--- src/rtl/piso_serializer_if.sv ---
// Word-in / bit-out bus of the PISO serializer: parallel handshake side plus serial stream side.
interface piso_serializer_if #(
    parameter int WIDTH = 8
);
    logic [WIDTH-1:0] din;
    logic             din_valid;
    logic             din_ready;
    logic             sout;
    logic             sout_valid;
    logic             frame_start;
    logic             busy;

    modport master (
        output din, din_valid,
        input  din_ready, sout, sout_valid, frame_start, busy
    );

    modport slave (
        input  din, din_valid,
        output din_ready, sout, sout_valid, frame_start, busy
    );
endinterface

--- src/rtl/piso_serializer.sv ---
// Parallel-in/serial-out serializer with a one-word hold buffer so back-to-back words stream gap-free.
// state | meaning
// IDLE  | no frame in progress, sout held low
// SHIFT | one bit of the current word on sout per cycle
module piso_serializer #(
    parameter int WIDTH     = 8,
    parameter int MSB_FIRST = 1
) (
    input  logic               clk,
    input  logic               rst,
    piso_serializer_if.slave   bus
);
    localparam int CW = $clog2(WIDTH);

    typedef enum logic {IDLE, SHIFT} state_t;

    state_t           state, state_nxt;
    logic [WIDTH-1:0] sr, hold;
    logic             hold_full;
    logic [CW-1:0]    cnt;
    logic             xfer, last_bit;
    logic             load_din, load_hold, hold_wr, shift_en;

    assign xfer     = bus.din_valid && !hold_full;
    assign last_bit = (state == SHIFT) && (cnt == CW'(WIDTH - 1));

    always_ff @(posedge clk or posedge rst) begin
        if (rst) state <= IDLE;
        else     state <= state_nxt;
    end

    always_comb begin
        state_nxt = state;
        load_din  = 1'b0;
        load_hold = 1'b0;
        hold_wr   = 1'b0;
        shift_en  = 1'b0;
        case (state)
            IDLE: begin
                if (xfer) begin
                    load_din  = 1'b1;
                    state_nxt = SHIFT;
                end
            end
            SHIFT: begin
                if (last_bit) begin
                    // a queued word wins over a word arriving on this very edge
                    if (hold_full)  load_hold = 1'b1;
                    else if (xfer)  load_din  = 1'b1;
                    else            state_nxt = IDLE;
                end else begin
                    shift_en = 1'b1;
                    hold_wr  = xfer;
                end
            end
            default: state_nxt = IDLE;
        endcase
    end

    always_ff @(posedge clk or posedge rst) begin
        if (rst) begin
            sr        <= '0;
            hold      <= '0;
            hold_full <= 1'b0;
            cnt       <= '0;
        end else begin
            if (load_hold)     sr <= hold;
            else if (load_din) sr <= bus.din;
            else if (shift_en) begin
                if (MSB_FIRST != 0) sr <= {sr[WIDTH-2:0], 1'b0};
                else                sr <= {1'b0, sr[WIDTH-1:1]};
            end

            if (last_bit || load_din) cnt <= '0;
            else if (shift_en)        cnt <= cnt + CW'(1);

            if (hold_wr) hold <= bus.din;

            if (load_hold)    hold_full <= 1'b0;
            else if (hold_wr) hold_full <= 1'b1;
        end
    end

    assign bus.din_ready   = !hold_full;
    assign bus.sout_valid  = (state == SHIFT);
    assign bus.frame_start = (state == SHIFT) && (cnt == '0);
    assign bus.busy        = (state == SHIFT) || hold_full;
    assign bus.sout        = (state == SHIFT) &&
                             ((MSB_FIRST != 0) ? sr[WIDTH-1] : sr[0]);
endmodule
--- src/flat_wrapper.sv ---
// flat-port wrapper written by rule: the top's interface ports become plain ports
module piso_serializer_flat 
#(
    parameter int WIDTH     = 8,
    parameter int MSB_FIRST = 1
)
  (clk, rst, bus_din, bus_din_valid, bus_din_ready, bus_sout, bus_sout_valid, bus_frame_start, bus_busy);
  piso_serializer_if #(.WIDTH(WIDTH)) bus_i ();
  input  logic clk;
  input  logic rst;
  input wire logic [$bits(bus_i.din)-1:0] bus_din;
  input wire logic [$bits(bus_i.din_valid)-1:0] bus_din_valid;
  output wire logic [$bits(bus_i.din_ready)-1:0] bus_din_ready;
  output wire logic [$bits(bus_i.sout)-1:0] bus_sout;
  output wire logic [$bits(bus_i.sout_valid)-1:0] bus_sout_valid;
  output wire logic [$bits(bus_i.frame_start)-1:0] bus_frame_start;
  output wire logic [$bits(bus_i.busy)-1:0] bus_busy;
  assign bus_i.din = bus_din;
  assign bus_i.din_valid = bus_din_valid;
  assign bus_din_ready = bus_i.din_ready;
  assign bus_sout = bus_i.sout;
  assign bus_sout_valid = bus_i.sout_valid;
  assign bus_frame_start = bus_i.frame_start;
  assign bus_busy = bus_i.busy;
  piso_serializer #(.WIDTH(WIDTH), .MSB_FIRST(MSB_FIRST)) u_core (.clk(clk), .rst(rst), .bus(bus_i));
endmodule
--- config.mk ---
export PLATFORM = sky130hd
export DESIGN_NAME = piso_serializer_flat
export DESIGN_NICKNAME = d
export VERILOG_FILES = /design/src/rtl/piso_serializer_if.sv /design/src/rtl/piso_serializer.sv /design/src/flat_wrapper.sv
export SDC_FILE = /design/constraint.sdc
export NUM_CORES = 1
export LEC_CHECK = 0
export BUFFER_PORTS_ARGS = -buffer_cell sky130_fd_sc_hd__clkbuf_2
export CELL_PAD_IN_SITES_DETAIL_PLACEMENT = 1
export CELL_PAD_IN_SITES_GLOBAL_PLACEMENT = 2
export CORE_UTILIZATION = 32
export DETAILED_ROUTE_END_ITERATION = 8
export GPL_TIMING_DRIVEN = 1
export PLACE_DENSITY_LB_ADDON = 0.1
export SLEW_MARGIN = 20
export SYNTH_ARGS = -nofsm -noshare
export SYNTH_HDL_FRONTEND = slang
export SYNTH_SLANG_ARGS = --single-unit
--- constraint.sdc ---
create_clock -name clk -period 1.8 [get_ports clk]
set_clock_uncertainty 0.15 [all_clocks]
set_input_delay 0.36 -clock clk [delete_from_list [all_inputs] [get_ports clk]]
set_output_delay 0.36 -clock clk [all_outputs]
set_load 0.02 [all_outputs]
==> results of run 1 <==
==> sequential cells by signal, indices dropped and copies added (netlist names) <==
name / count
u_core.hold_full: 1
u_core.hold: 8
u_core.cnt: 3
u_core.sr: 8
u_core.bus.sout_valid: 1
==> worst max-delay path, cell delays in order (launching register included) <==
cell and delay [ns]:
dfrtp_1 0.40, ha_2 0.20, ha_4 0.17, nand2b_4 0.17
nor2_8 0.23, mux2_4 0.33
==> kinds of logic after synthesis <==
logic type / Yosys count / synth area share [%]
multiplexers: 8 / 9.71
buffers and inverters: 21 / 9.10
adder cells (fa/ha/maj): 3 / 3.03
flip-flops: 21 / 42.5
AND/OR/NAND/NOR: 40 / 16.8
AO/OA/AOI/OAI: 33 / 18.9
==> per-layer routing <==
metal	vias to the layer above	track usage (%)	wire (µm)
met5	-	0	0
li1	496	-	-
met2	17	28.1	1550
met4	0	6.67	42
met3	5	2.32	77
met1	511	22.4	1540
==> power groups by stage <==
stage / Sequential, mW / Clock (mW) / Combinational (mW)
global placement: 0.816 / 0 / 1.05
finish: 0.829 / 0.316 / 1.28
global route: 0.862 / 0.353 / 1.42
detailed placement: 0.820 / 0 / 1.05
floorplan: 0.784 / 0 / 0.788
CTS: 0.822 / 0.329 / 1.13
==> layout by cell type (no fill, tap or decap), drive strengths merged, types with 2 or more instances in the layout <==
cell type / count
a31oi: 5
a21oi: 3
o21ai: 9
dfrtp: 21
ha: 3
inv: 12
nand3: 5
a221oi: 3
a22o: 2
nor2: 14
o22ai: 4
clkbuf: 18
nand2b: 3
o31ai: 2
buf: 19
mux2: 8
nand2: 14
==> per-stage QoR <==
step,power [mW],utilization (%),cells,setup slack [ns]
floorplan,1.57,-,126,0.000616
global placement,1.86,38.3,194,-0.0239
detailed placement,1.87,38.3,194,-0.0496
CTS,2.28,41.0,200,-0.00693
global route,2.64,43.9,204,-0.0171
finish,2.42,43.9,204,0.0341
==> cell type report <==
class | count | area (µm²)
sequential | 21 | 528
tap | 48 | 60.1
clock buffer | 4 | 45.0
multi-input combinational | 84 | 682
fill | 463 | 2070
inverter | 13 | 55.1
timing repair buffer | 34 | 249
==> repair_timing <==
| action | in CTS | in global routing |
|---|---|---|
| endpoints found under the hold margin | 21 | 0 |
| pin swaps | 3 | 8 |
| gates resized for setup | 9 | 21 |
| cloned | 0 | 0 |
| hold buffers | 1 | 0 |
| setup buffers | 1 | 4 |
| setup endpoints to repair | 12 | 14 |
==> path summary, 6_finish.rpt <==
path                                              endpoint  slack, ns
setup / recovery                u_core.hold[0]$_DFFE_PP0P_       0.03
hold / removal                  u_core.hold[4]$_DFFE_PP0P_       0.19
setup reg to reg                u_core.hold[0]$_DFFE_PP0P_       0.03
hold reg to reg                   u_core.sr[5]$_DFFE_PP0P_       0.36
max in group asynchronous  u_core.bus.sout_valid$_DFF_PP0_       0.73
min in group asynchronous       u_core.hold[6]$_DFFE_PP0P_       0.51
==> out/qor.txt, run 1 <==
Via density - 5.04
Outcome - finished, final reports clean
Setup-failing EPs final - 0
Hold Vio Cnt, Final - 0
Clock power frac - 13.0%
Combinational power share - 52.8%
Crit path required time - 1.80 ns
Hold Slack - 0.189 ns
Post-Synthesis Net Count - 140
Setup crit start - u_core.cnt[1]$_DFFE_PP0P_
Synth-to-layout area growth - 30.8%
Internal power - 1.52 mW
EDFF count, synth - 0
Routability cong. - 0.717
Slew headroom - 80.2%
Crit path capture type - flip-flop
Die Y - 64.2 µm
Sequential cell area fraction in the yosys report - 42.5%
FFs w/ async S/R, synth - 100%
Vias - 1029
Post-Syn Area - 1240 µm²
R2R depth - 5
Top cells by count, synth - dfrtp_1 (21), nand2_1 (14), nor2_1 (12)
Max Freq - 566 MHz
DR WL/cell - 15.7 µm
Core box area - 3690 µm²
Iter 0 DRT Violations - 45
R2r startpoint - u_core.cnt[1]$_DFFE_PP0P_
Hold depth - 2
HPWL Detailed - 2130 µm
NetSw - 0.900 mW
Synthesized flop and latch total - 21
Global-route wire length before repair - 5290 µm
Clk buf depth - 2
WS Path Type - reg2reg
Sequential share of power - 34.2%
Final instance area - 1620 µm²
Initial core utilization - 33.5%
Avg Cell Area, Syn - 9.82 µm²
Placed cell areas - 1410 µm²
Pre-antenna DRT Iters - 4
Unrepaired setup endpoints after global routing - true
Antenna Violating Nets Remaining - 0
Port buffer count - 15
Final #Nets - 171
Fin crit period - 1.77 ns
Top cell type's share of synthesized area - 42.5%
# IOs - 16
Tot GR Track Use - 17.0%
Chip width - 64.2 µm
H-tree level count - 1
Worst-Skew Late Latency - 0.26 ns
Synth Instances - 126
Yosys top cell by area - dfrtp_1
HP Class - in2reg
Distinct cells, synth - 35
Vias in the first global route - 1073
Crit-path max FO - 8
Total CTS buffers - 3
Crit start category - flip-flop
Worst ir drop on vdd - 369 µV
Ys flop type - dfrtp_1
Ys Warns - 0
Initial antenna violation count - 0
FP Rows - 22
Slew @ Worst Pin - 0.297 ns
Ant. Diodes - 0
CTS tree - built
Sw Share - 37.1%
Pwr/cell area - 1500 nW/µm²
Period utilisation layout - 98.1%
DRC Markers - 0
Drt total wl - 3210 µm
Share of layout cells above drive strength 1 - 42.3%
Largest net degree at the start of global routing - 22
Setup tns final - 0 ns
Hold path startpoint - bus_din[4]
Synth area leaders - dfrtp_1 (42%), mux2_4 (9.7%), nand2_1 (4.2%)
Clock sinks - 21
Root Driver - clkbuf_8
Area of the die - 4120 µm²
WP data arrival - 1.76 ns
Slew Viols, Final - 0
CTS clk-pin slew, worst paths - 0.08 ns
Leak - 0.765 nW
Grt ovf - 0
Most common cell in the netlist - dfrtp_1
Max cap viols - 0
Note: power is estimated with default switching activity, not from simulation.
==> run 2, diff against run 1 <==
BUFFER_PORTS_ARGS = not set   (was -buffer_cell sky130_fd_sc_hd__clkbuf_2)
CORE_UTILIZATION = 35   (was 32)
DONT_BUFFER_PORTS = 1   (was not set)
MAX_ROUTING_LAYER = met4   (was not set)
==> run 2 against run 1 <==
Compared with the run above: the run now ends with negative setup slack left; first-iteration DRC count fell by 13%; clock-buffer cell count is 1 lower; die area down 8.3%; critical path type is now reg2out; largest cell class unchanged.
==> out/qor.txt, run 2 (synthesized netlist as in run 1, its figures left out) <==
R2R depth - 7
Fin crit period - 1.84 ns
Clock sinks - 21
Pre-antenna DRT Iters - 4
Core box area - 3360 µm²
Largest net degree at the start of global routing - 22
Hold Slack - 0.0245 ns
Grt ovf - 0
R2r startpoint - u_core.cnt[0]$_DFFE_PP0P_
Crit-path max FO - 2
Clk buf depth - 2
Max Freq - 544 MHz
Initial core utilization - 36.8%
Antenna Violating Nets Remaining - 0
DRC Markers - 0
Slew headroom - 80.2%
Failing checks - negative setup slack
Area of the die - 3780 µm²
Worst ir drop on vdd - 407 µV
WP data arrival - 1.33 ns
Initial antenna violation count - 0
Share of layout cells above drive strength 1 - 38.3%
FF-to-FF End - u_core.sr[4]$_DFFE_PP0P_
Routability cong. - 0.698
Crit path required time - 1.29 ns
Hold Vio Cnt, Final - 0
Tot Pwr - 2.26 mW
Worst reg2reg setup slack - 0.04 ns
Hold endpoint - u_core.hold[3]$_DFFE_PP0P_
Die Y - 61.5 µm
Most frequent cells in the layout - dfrtp_1 (20), buf_4 (14), nand2_1 (13)
Most common cell after layout, fill and taps aside - dfrtp_1
Largest regs - u_core.hold: 8 flops, u_core.sr: 8 flops, u_core.cnt: 3 flops
FP Rows - 21
Outcome - finished, violations left
Final worst-path setup slack - -0.0369 ns
WS Path Type - reg2out
Total CTS buffers - 3
Hold depth - 1
Iter 0 DRT Violations - 39
Placed cells - 177
Hold path startpoint - bus_din[3]
Global-route wire length before repair - 4910 µm
Setup-failing EPs final - 1
Pwr/cell area - 1520 nW/µm²
Tot GR Track Use - 18.9%
Synth-to-layout area growth - 20.6%
Filler cells - 410
Crit start category - flip-flop
Drt total wl - 3080 µm
Via density - 5.12
Ant. Diodes - 0
Setup tns final - -0.0369 ns
HP Class - in2reg
Critical Path, Cell by Cell - buf_6, inv_2, ha_2, nand2_1, nor2_1, buf_4
Root Driver - clkbuf_4
Slew @ Worst Pin - 0.297 ns
Period utilisation layout - 102%
CTS clk-pin slew, worst paths - 0.13 ns
Leak - 0.699 nW
Max cap viols - 0
CP peak stage delay - 0.42 ns
Port buffer count - 0
DR WL/cell - 16.4 µm
Vias - 957
H-tree level count - 1
Vias in the first global route - 992
Chip width - 61.5 µm
Final #Nets - 156
CP max-delay cell - dfrtp_1
CTS tree - built
Worst-Skew Late Latency - 0.32 ns
Crit path capture type - primary output
Slew Viols, Final - 0
HPWL Detailed - 2080 µm
Unrepaired setup endpoints after global routing - true
Layout Cells excl Fill - 187
# IOs - 16
==> run 2: cell types whose count changed in the layout (fill, tap and decap cells not counted), sizes merged <==
cell      change
buf           -1
clkinvlp      -1
clkbuf       -15
inv           +1
clkinv        +1
==> run 2: layout make-up <==
cell class                 count  area (µm²)  area share (%)
sequential                    21         527            35.3
multi-input combinational     84         672            45.0
clock buffer                   3        22.5            1.51
clock inverter                 1        5.00           0.335
inverter                      13        48.8            3.27
tap                           46        57.6            3.86
timing repair buffer          19         160            10.7
==> run 2: per-stage QoR <==
stage / instance area [µm²] / util (%) / worst slack [ns]
after detailed placement: 1330 / 39.7 / -0.0418
after global placement: 1330 / 39.7 / -0.00790
final: 1490 / 44.4 / -0.0369
after floorplan: 1240 / - / 0.000616
after global routing: 1490 / 44.4 / -0.105
after CTS: 1380 / 41.1 / -0.0410
==> run 2: timing repair <==
item | CTS | global route
buffers inserted | 1 | 4
resized for setup | 3 | 17
hold buffers | 1 | 0
setup endpoints to repair | 13 | 17
hold endpoints to repair | 21 | 0
pin swaps | 1 | 4
==> run 2: worst max-delay path by stage <==
stage	startpoint	to	slack, ns	depth (start not counted)
floorplan	u_core.cnt[0]$_DFFE_PP0P_	u_core.hold[0]$_DFFE_PP0P_	0.0006	6
global placement	u_core.cnt[0]$_DFFE_PP0P_	u_core.hold[1]$_DFFE_PP0P_	-0.008	5
detailed placement	u_core.cnt[0]$_DFFE_PP0P_	u_core.hold[2]$_DFFE_PP0P_	-0.04	5
CTS	u_core.cnt[0]$_DFFE_PP0P_	bus_frame_start	-0.04	6
global route	u_core.cnt[0]$_DFFE_PP0P_	bus_frame_start	-0.10	6
finish	u_core.cnt[1]$_DFFE_PP0P_	bus_frame_start	-0.04	6
==> run 2: where the power goes <==
group | leakage [nW] | switching [mW] | internal, mW
clock network | 0.0177 | 0.159 | 0.0831
registers | 0.254 | 0.140 | 0.679
logic | 0.428 | 0.567 | 0.635
==> run 2: critical path, delay by kind of cell (launching register included) <==
kind | cells | cell delay, ns
adders and majority gates | 1 | 0.14
buffers and inverters | 3 | 0.31
DFF | 1 | 0.42
and+or+nand+nor | 2 | 0.15
==> run 2: per-layer routing <==
metal	GRT usage, %	wire (µm)
met1	24.8	1440
met2	28.0	1440
met3	3.99	120
met4	8.57	72
met5	-	0
